**src/rtl/rtc_time_set_ctrl_pkg.sv**
```systemverilog
// Shared definitions for the RTC time-set controller:
// state codes, BCD field limits, blank masks and the shadow time bundle.
package rtc_time_set_ctrl_pkg;

    localparam logic [1:0] ST_RUN     = 2'd0;
    localparam logic [1:0] ST_SET_HRS = 2'd1;
    localparam logic [1:0] ST_SET_MIN = 2'd2;
    localparam logic [1:0] ST_COMMIT  = 2'd3;

    localparam logic [7:0] HRS_MAX = 8'h23;
    localparam logic [7:0] MIN_MAX = 8'h59;

    localparam logic [5:0] BLANK_HRS  = 6'b110000;
    localparam logic [5:0] BLANK_MIN  = 6'b001100;
    localparam logic [5:0] BLANK_NONE = 6'b000000;

    typedef struct packed {
        logic [7:0] hrs;
        logic [7:0] min;
    } hhmm_t;

    // Two BCD digits each 0..9 and the packed value not above the field limit.
    function automatic logic bcd2_valid(input logic [7:0] v, input logic [7:0] max);
        return (v[7:4] <= 4'd9) && (v[3:0] <= 4'd9) && (v <= max);
    endfunction

endpackage

```
**src/rtl/rtc_time_set_ctrl_bcd2_wrap_inc.sv**
```systemverilog
// Two-digit BCD increment with wrap to 00 at MAX_BCD.
// Any out-of-range input collapses to 00 so a corrupt field self-heals.
module bcd2_wrap_inc
    import rtc_time_set_ctrl_pkg::*;
#(
    parameter logic [7:0] MAX_BCD = 8'h59
) (
    input  logic [7:0] val_i,
    output logic [7:0] inc_o
);

    always_comb begin
        inc_o = 8'h00;
        if (bcd2_valid(val_i, MAX_BCD) && (val_i != MAX_BCD)) begin
            if (val_i[3:0] == 4'd9) begin
                inc_o = {val_i[7:4] + 4'd1, 4'd0};
            end else begin
                inc_o = {val_i[7:4], val_i[3:0] + 4'd1};
            end
        end
    end

endmodule

```
**src/rtl/rtc_time_set_ctrl.sv**
```systemverilog
// Button-driven HH:MM time-set controller for the BCD RTC counter:
// freezes the counter, edits a shadow copy, then parallel-loads it.
module rtc_time_set_ctrl
    import rtc_time_set_ctrl_pkg::*;
#(
    parameter int unsigned TIMEOUT_S = 30,
    parameter bit          BLINK_EN  = 1'b1
) (
    input  logic       clk,
    input  logic       rst,
    input  logic       tick_1hz,
    input  logic       btn_mode,
    input  logic       btn_inc,
    input  logic [3:0] cur_hrs_m,
    input  logic [3:0] cur_hrs_l,
    input  logic [3:0] cur_min_m,
    input  logic [3:0] cur_min_l,
    output logic       run_en,
    output logic       load,
    output logic [3:0] ld_hrs_m,
    output logic [3:0] ld_hrs_l,
    output logic [3:0] ld_min_m,
    output logic [3:0] ld_min_l,
    output logic [5:0] blank_mask,
    output logic [1:0] mode
);

    localparam logic [8:0] TMO = 9'(TIMEOUT_S);

    logic [1:0] state_q, state_d;
    logic       mode_prev_q, inc_prev_q;
    logic       mode_edge_q, mode_edge_d;
    logic       inc_edge_q, inc_edge_d;
    hhmm_t      shadow_q, shadow_d;
    logic [7:0] timer_q, timer_d;
    logic       blink_q, blink_d;

    logic [7:0] hrs_inc, min_inc;
    logic [8:0] timer_inc;

    bcd2_wrap_inc #(.MAX_BCD(HRS_MAX)) u_hrs_inc (
        .val_i (shadow_q.hrs),
        .inc_o (hrs_inc)
    );

    bcd2_wrap_inc #(.MAX_BCD(MIN_MAX)) u_min_inc (
        .val_i (shadow_q.min),
        .inc_o (min_inc)
    );

    assign mode_edge_d = btn_mode & ~mode_prev_q;
    assign inc_edge_d  = btn_inc & ~inc_prev_q;
    assign timer_inc   = {1'b0, timer_q} + 9'd1;

    always_comb begin
        state_d  = state_q;
        shadow_d = shadow_q;
        timer_d  = timer_q;
        blink_d  = blink_q;
        case (state_q)
            ST_RUN: begin
                if (mode_edge_q) begin
                    state_d  = ST_SET_HRS;
                    shadow_d = '{hrs: {cur_hrs_m, cur_hrs_l},
                                 min: {cur_min_m, cur_min_l}};
                    timer_d  = 8'd0;
                    blink_d  = 1'b0;
                end
            end
            ST_SET_HRS, ST_SET_MIN: begin
                // A mode edge wins over a simultaneous inc edge.
                if (mode_edge_q) begin
                    state_d = (state_q == ST_SET_HRS) ? ST_SET_MIN : ST_COMMIT;
                    timer_d = 8'd0;
                    blink_d = 1'b0;
                end else begin
                    if (tick_1hz) begin
                        blink_d = ~blink_q;
                    end
                    if (inc_edge_q) begin
                        timer_d = 8'd0;
                        if (state_q == ST_SET_HRS) begin
                            shadow_d.hrs = hrs_inc;
                        end else begin
                            shadow_d.min = min_inc;
                        end
                    end else if (tick_1hz) begin
                        if (timer_inc >= TMO) begin
                            state_d = ST_RUN;
                            timer_d = 8'd0;
                            blink_d = 1'b0;
                        end else begin
                            timer_d = timer_inc[7:0];
                        end
                    end
                end
            end
            default: begin
                state_d = ST_RUN;
            end
        endcase
    end

    always_ff @(posedge clk or negedge rst) begin
        if (!rst) begin
            state_q     <= ST_RUN;
            mode_prev_q <= 1'b0;
            inc_prev_q  <= 1'b0;
            mode_edge_q <= 1'b0;
            inc_edge_q  <= 1'b0;
            shadow_q    <= '0;
            timer_q     <= 8'd0;
            blink_q     <= 1'b0;
        end else begin
            state_q     <= state_d;
            mode_prev_q <= btn_mode;
            inc_prev_q  <= btn_inc;
            mode_edge_q <= mode_edge_d;
            inc_edge_q  <= inc_edge_d;
            shadow_q    <= shadow_d;
            timer_q     <= timer_d;
            blink_q     <= blink_d;
        end
    end

    assign run_en   = (state_q == ST_RUN);
    assign load     = (state_q == ST_COMMIT);
    assign mode     = state_q;
    assign ld_hrs_m = shadow_q.hrs[7:4];
    assign ld_hrs_l = shadow_q.hrs[3:0];
    assign ld_min_m = shadow_q.min[7:4];
    assign ld_min_l = shadow_q.min[3:0];

    generate
        if (BLINK_EN) begin : g_blink
            assign blank_mask = !blink_q                ? BLANK_NONE :
                                (state_q == ST_SET_HRS) ? BLANK_HRS  :
                                (state_q == ST_SET_MIN) ? BLANK_MIN  :
                                                          BLANK_NONE;
        end else begin : g_noblink
            assign blank_mask = BLANK_NONE;
        end
    endgenerate

endmodule

```
**config.mk**
```make
export PLATFORM = sky130hd
export DESIGN_NAME = rtc_time_set_ctrl
export DESIGN_NICKNAME = d
export VERILOG_FILES = /design/src/rtl/rtc_time_set_ctrl_pkg.sv /design/src/rtl/rtc_time_set_ctrl_bcd2_wrap_inc.sv /design/src/rtl/rtc_time_set_ctrl.sv
export SDC_FILE = /design/constraint.sdc
export NUM_CORES = 1
export LEC_CHECK = 0
export CAP_MARGIN = 0
export CORE_UTILIZATION = 55
export DETAILED_ROUTE_END_ITERATION = 7
export PLACE_DENSITY = 0.86
export SETUP_SLACK_MARGIN = 0.5
export SLEW_MARGIN = 10
export SYNTH_ARGS = -nofsm -noshare
export SYNTH_HDL_FRONTEND = slang
export SYNTH_HIERARCHICAL = 1
export SYNTH_SLANG_ARGS = --single-unit
```
**constraint.sdc**
```tcl
create_clock -name clk -period 4.2 [get_ports clk]
set_input_delay 0.84 -clock clk [delete_from_list [all_inputs] [get_ports clk]]
set_output_delay 0.84 -clock clk [all_outputs]
set_load 0.05 [all_outputs]
```
==> results of run 1 <==
per-stage QoR:
step	area, um^2	power (uW)
after CTS	2690	2160
after global routing	2690	2310
after global placement	2610	1900
final	2690	2150
after detailed placement	2610	1930
after floorplan	2180	1580
synth_stat cells, drive strengths merged:
cell,count
o41a,1
o221ai,1
nand2,17
nor4b,2
a2111oi,1
a21boi,1
nor2,17
a211oi,2
o32ai,1
o21ai,17
and4bb,2
a31oi,2
o31a,2
nand4b,1
a311o,1
dfrtp,31
nand3,3
and4b,1
nor3,6
nor3b,1
buf,13
xnor2,5
o22ai,1
or3,2
a21oi,14
o21a,1
and3b,2
and3,2
xor2,3
nor2b,3
conb,3
and2,6
nand3b,1
or4,1
inv,14
o31ai,2
or3b,1
mux2i,18
clkbuf,1
a21o,1
ha,16
nor4,2
nand2b,5
cells by family (layout without fill, tap and decap cells):
family / Yosys count / in the layout / synth area share [%]
XOR/XNOR: 8 / 8 / 3.22
flip-flops: 31 / 31 / 35.7
adder cells (fa/ha/maj): 16 / 16 / 9.21
AO/OA/AOI/OAI: 48 / 48 / 15.7
AND/OR/NAND/NOR: 75 / 75 / 21.1
multiplexers: 18 / 18 / 8.29
other: 3 / 5 / 0.518
buffers and inverters: 28 / 68 / 6.39
worst max-delay path, stage by stage (launching register included):
cell and delay [ns]:
dfrtp_1 0.45, inv_1 0.12, ha_1 0.27, and2_1 0.20
clkdlybuf4s50_1 0.81
state kept, by name, indices dropped and copies added, names as in the netlist:
signal,cells
ld_hrs_m,4
ld_hrs_l,4
timer_q,8
inc_prev_q,1
blink_q,1
inc_edge_q,1
ld_min_l,4
mode,2
mode_prev_q,1
mode_edge_q,1
ld_min_m,4
layout make-up:
type / instances / share of cell area (%)
clock buffer: 7 / 2.83
clock inverter: 1 / 0.186
inverter: 14 / 1.95
multi-input combinational: 170 / 47.1
sequential: 31 / 28.8
tap: 48 / 2.23
timing repair buffer: 46 / 16.9
layout by cell type, fill, tap and decap left out, drive strengths merged, types with 2 or more instances in the layout:
master	n
and4bb	2
dfrtp	31
mux2i	18
and2	6
o31a	2
nand3	3
and3	2
nor2	17
o31ai	2
clkdlybuf4s50	44
xor2	3
buf	2
nor4b	2
a211oi	2
ha	16
or3	2
xnor2	5
and3b	2
clkbuf	7
nor4	2
inv	14
nand2	17
nor3	6
a31oi	2
nand2b	5
nor2b	3
conb	5
a21oi	14
o21ai	17
how the worst min path moves through the flow:
stage	end	slack (ns)	cells past startpoint
global route	mode_edge_q	0.41	1
finish	mode_edge_q	0.39	1
global placement	inc_edge_q	0.38	1
floorplan	inc_edge_q	0.38	1
detailed placement	mode_edge_q	0.39	1
CTS	mode_edge_q	0.40	1
metal layers:
metal  track usage [%]  part of all wire [%]  vias up
met2              37.6                    49       38
met1              27.2                    46      797
met5                 0                     0        -
met3              6.87                   5.2        4
met4              6.39                  0.63        0
li1                  -                     -      861
where the power goes:
part,switching (uW),internal [uW],leakage [uW]
logic,837,541,0.000743
registers,156,395,0.000387
clock network,102,116,0.0000422
==> flow_metrics.tcl, run 1 <==
set metrics [dict create \
    worstMarginPinSlew_ns 0.514 \
    relSlewSlack_pct 65.6 \
    p_leak_uw 0.00117 \
    ys_types 54 \
    startpoint "mode[1]" \
    ys_warn_count 6 \
    cts_root_buf "clkbuf_8" \
    grt_pass1_wl_um 7290 \
    hold_ws_ns 0.395 \
    worstPathArrival_ns 2.13 \
    cts_made_buffers 5 \
    endpoint_kind "output port" \
    fillers 296 \
    portBuffers 44 \
    dieArea_um2 4210 \
    dp.cells 309 \
    worstHoldStart "mode_prev_q" \
    netlist_area_um2 2170 \
    cts_tree "yes" \
    io_pins 47 \
    final_util_pct 72.5 \
    finalMaxSlewViolations 0 \
    timing.final.crit_period_ns 2.97 \
    core-area_um2 3720 \
    synth_seq_cells 31 \
    cp.required_ns 3.36 \
    yosysTopAreaCell "dfrtp_1" \
    cts_sinks 31 \
    grt-ovfl-total 0 \
    vias_per_cell 5.36 \
    clkLatencyLatePin_ns 0.28 \
    drt_iter0_drc 60 \
    r2r_end "ld_hrs_l[1]" \
    diodes 0 \
    grt_max_degree 32 \
    max_cap_violations 0 \
    syn_area_per_cell_um2 9.58 \
    wl_per_cell_um 13.1 \
    start_util_pct 58.5 \
    nets 305 \
    netlist_instances 227 \
    worstRegToRegCells 7 \
    clkTransAtPathRegs_ns 0.06 \
    seq_area_frac_synth_pct 35.7 \
    die_w_um 64.9 \
    rrSetupSlack_ns 1.91 \
    crit_path_end "blank_mask[4]" \
    first_pass_iters 4 \
    multi_input_area_um2 1270 \
    ctsResizeCount 0 \
    powerDensity_nw_per_um2 797 \
    area_growth_pct 23.8 \
    drive_above_1_share_pct 10.4 \
    die_h_um 64.9 \
    post_cts_buffers 0 \
    seqCellArea_um2 776 \
    synth_top_cell_area_share_pct 35.7 \
    r2r_start "mode[1]" \
    hold_path.class "flop to flop" \
    min_period_over_period_pct 70.6 \
    grt_pass1_vias 1704 \
    setup_viol 0 \
    cp_max_fo 6 \
    startpoint_type "flop" \
    grtUsageTotal_pct 22.3 \
    routed_wl_um 4150 \
    antenna_left 0 \
    ir_drop_mv 0.549 \
    ys_top_cells_by_area "dfrtp_1 (36%), ha_1 (9.2%), mux2i_1 (8.3%)" \
    hold_viol_final 0 \
    setup_tns_ns 0 \
    dpl.hpwl_um 3120 \
    clk_path_buf_depth 2 \
    grt_setup_unrepaired "no" \
    fin_cells 317 \
    antenna_found_initial 0 \
    crit_type "flop to output port" \
    timing.final.ws_setup_ns 1.23 \
    dp_slack_ns 1.56 \
    status "finished, final reports clean" \
    ctsHtreeMaxLevel 2 \
    finClkSkew_ns 0.00649 \
    gp_congestion 0.817 \
    rows 22 \
    drc 0 \
    fmax_mhz 337 \
    vias 1700 \
    ctsHoldBuffers 0 \
]
(Power assumes the default switching activity.)
==> run 2: changes to the inputs <==
--- a/config.mk
+++ b/config.mk
@@ -6,9 +6,9 @@
 export NUM_CORES = 1
 export LEC_CHECK = 0
 export CAP_MARGIN = 0
-export CORE_UTILIZATION = 55
+export CORE_UTILIZATION = 51
 export DETAILED_ROUTE_END_ITERATION = 7
-export PLACE_DENSITY = 0.86
+export PLACE_DENSITY = 0.8
 export SETUP_SLACK_MARGIN = 0.5
 export SLEW_MARGIN = 10
 export SYNTH_ARGS = -nofsm -noshare
==> constraint.sdc (replaced) <==
create_clock -name clk -period 3.05 [get_ports clk]
set_input_delay 0.61 -clock clk [delete_from_list [all_inputs] [get_ports clk]]
set_output_delay 0.61 -clock clk [all_outputs]
set_load 0.05 [all_outputs]
==> run 2 against run 1 <==
Global-route usage is 1.5 points lower. Clock power is 39% higher. Core utilization is 6.1 points lower. Register-to-register slack worse by 1.1 ns. Hold slack worse by 0.0039 ns. Final area hardly changed. Wire length is 0.46% higher. Via count is 0.94% lower. Non-clock buffer count stayed put. Clock-buffer cell count stayed put. Critical path type unchanged.
==> flow_metrics.tcl, run 2 (synthesized netlist as in run 1, its figures left out) <==
set metrics [dict create \
    portBuffers 44 \
    clkLatencyLatePin_ns 0.28 \
    dieArea_um2 4530 \
    area_growth_pct 23.9 \
    diodes 0 \
    mostFrequentLayoutCell "clkdlybuf4s50_1" \
    hold_path.class "flop to flop" \
    dpl.hpwl_um 3080 \
    first_pass_iters 4 \
    drive_above_1_share_pct 10.8 \
    gr-usage-met3_pct 4.90 \
    grt-ovfl-total 0 \
    wl_per_cell_um 13.1 \
    setup_viol 0 \
    gp_congestion 0.767 \
    endpoint_kind "output port" \
    ctsHtreeMaxLevel 2 \
    ctsHoldBuffers 0 \
    timing.final.crit_period_ns 2.41 \
    fmax_mhz 415 \
    hold_viol_final 0 \
    status "finished, final reports clean" \
    vias_per_cell 5.28 \
    largest_register_ffs 8 \
    startpoint_type "flop" \
    die_h_um 67.3 \
    p_leak_uw 0.00121 \
    cts_tree "yes" \
    fillers 345 \
    finalMaxSlewViolations 0 \
    cts_root_buf "clkbuf_8" \
    clk_path_buf_depth 2 \
    grt_util_met2_pct 33.4 \
    io_pins 47 \
    grt_max_degree 32 \
    cp.required_ns 2.44 \
    final_util_pct 66.4 \
    finClkSkew_ns 0.00500 \
    clkTransAtPathRegs_ns 0.06 \
    grtUsageTotal_pct 20.8 \
    worstMarginPinSlew_ns 0.507 \
    hold_ws_ns 0.391 \
    drt_iter0_drc 43 \
    powerDensity_nw_per_um2 1100 \
    grt_setup_unrepaired "no" \
    start_util_pct 53.6 \
    antenna_left 0 \
    antenna_found_initial 0 \
    nets 305 \
    cp_max_fo 6 \
    top_usage_layer "met2" \
    min_period_over_period_pct 79.1 \
    post_cts_buffers 0 \
    grt_pass1_wl_um 7040 \
    setup_tns_ns 0 \
    crit_type "flop to output port" \
    die_w_um 67.3 \
    p_total_uw 2950 \
    cts_sinks 31 \
    mostFrequentLayoutCells "clkdlybuf4s50_1 (38), dfrtp_1 (31), mux2i_1 (18)" \
    vias 1684 \
    ir_drop_mv 0.705 \
    largest-register "timer_q" \
    grt_use_met1_pct 26.7 \
    grt_pass1_vias 1609 \
    relSlewSlack_pct 66.1 \
    core-area_um2 4060 \
    rrSetupSlack_ns 0.83 \
    routed_wl_um 4170 \
    cts_made_buffers 5 \
    drc 0 \
    max_cap_violations 0 \
    worstPathArrival_ns 1.80 \
    rows 23 \
]
run 2: cell types whose count changed in the layout (fill, tap and decap cells not counted), sizes merged:
| cell | before | now |
|---|---|---|
| clkdlybuf4s50 | 44 | 38 |
| dlymetal6s2s | 0 | 1 |
| dlygate4sd2 | 0 | 5 |
run 2: layer usage:
| metal | vias up | routed length, um |
|---|---|---|
| li1 | 854 | - |
| met1 | 785 | 1940 |
| met2 | 39 | 1990 |
| met3 | 6 | 186 |
| met4 | 0 | 59 |
| met5 | - | 0 |
run 2: where the power goes:
part	internal, uW	switching, uW	total (uW)	leakage (uW)
sequential	544	214	757	0.000387
combinational	742	1150	1890	0.000779
clock	160	143	303	0.0000422
run 2: final timing paths:
path | from | to | cells after the start
worst max register to register | mode[0] | timer_q[4] | 7
worst max-delay path | mode[1] | blank_mask[5] | 4
max in group asynchronous | rst | ld_min_l[0] | 2
worst min-delay path | inc_prev_q | inc_edge_q | 1
worst min register to register | inc_prev_q | inc_edge_q | 1
min in group asynchronous | rst | ld_min_l[2] | 2
run 2: timing repair:
item,in CTS,in global routing
setup endpoints to repair,5,2
hold endpoints to repair,0,0
gates resized for setup,5,2
pin swaps,0,0
run 2: final cells by class:
type | instances | area [um^2] | area share, %
Clock buffer | 7 | 76.3 | 2.83
Clock inverter | 1 | 5.00 | 0.186
Multi-Input combinational cell | 170 | 1270 | 47.1
Sequential cell | 31 | 776 | 28.8
Tap cell | 50 | 62.6 | 2.32
Timing Repair Buffer | 46 | 452 | 16.8
Inverter | 14 | 52.6 | 1.95
run 2: per-stage QoR:
step / setup slack [ns] / instances / cell area, um^2
5_1_grt: 0.534 / 319 / 2690
3_3_place_gp: 0.697 / 311 / 2610
3_5_place_dp: 0.654 / 311 / 2610
6_report: 0.639 / 319 / 2690
4_1_cts: 0.572 / 319 / 2690
2_1_floorplan: 0.660 / 229 / 2180
run 2: critical path: stages, from the launching register on:
cell	delay (ns)
dfrtp_1	0.44
inv_1	0.11
ha_1	0.26
and2_1	0.18
dlygate4sd2_1	0.53
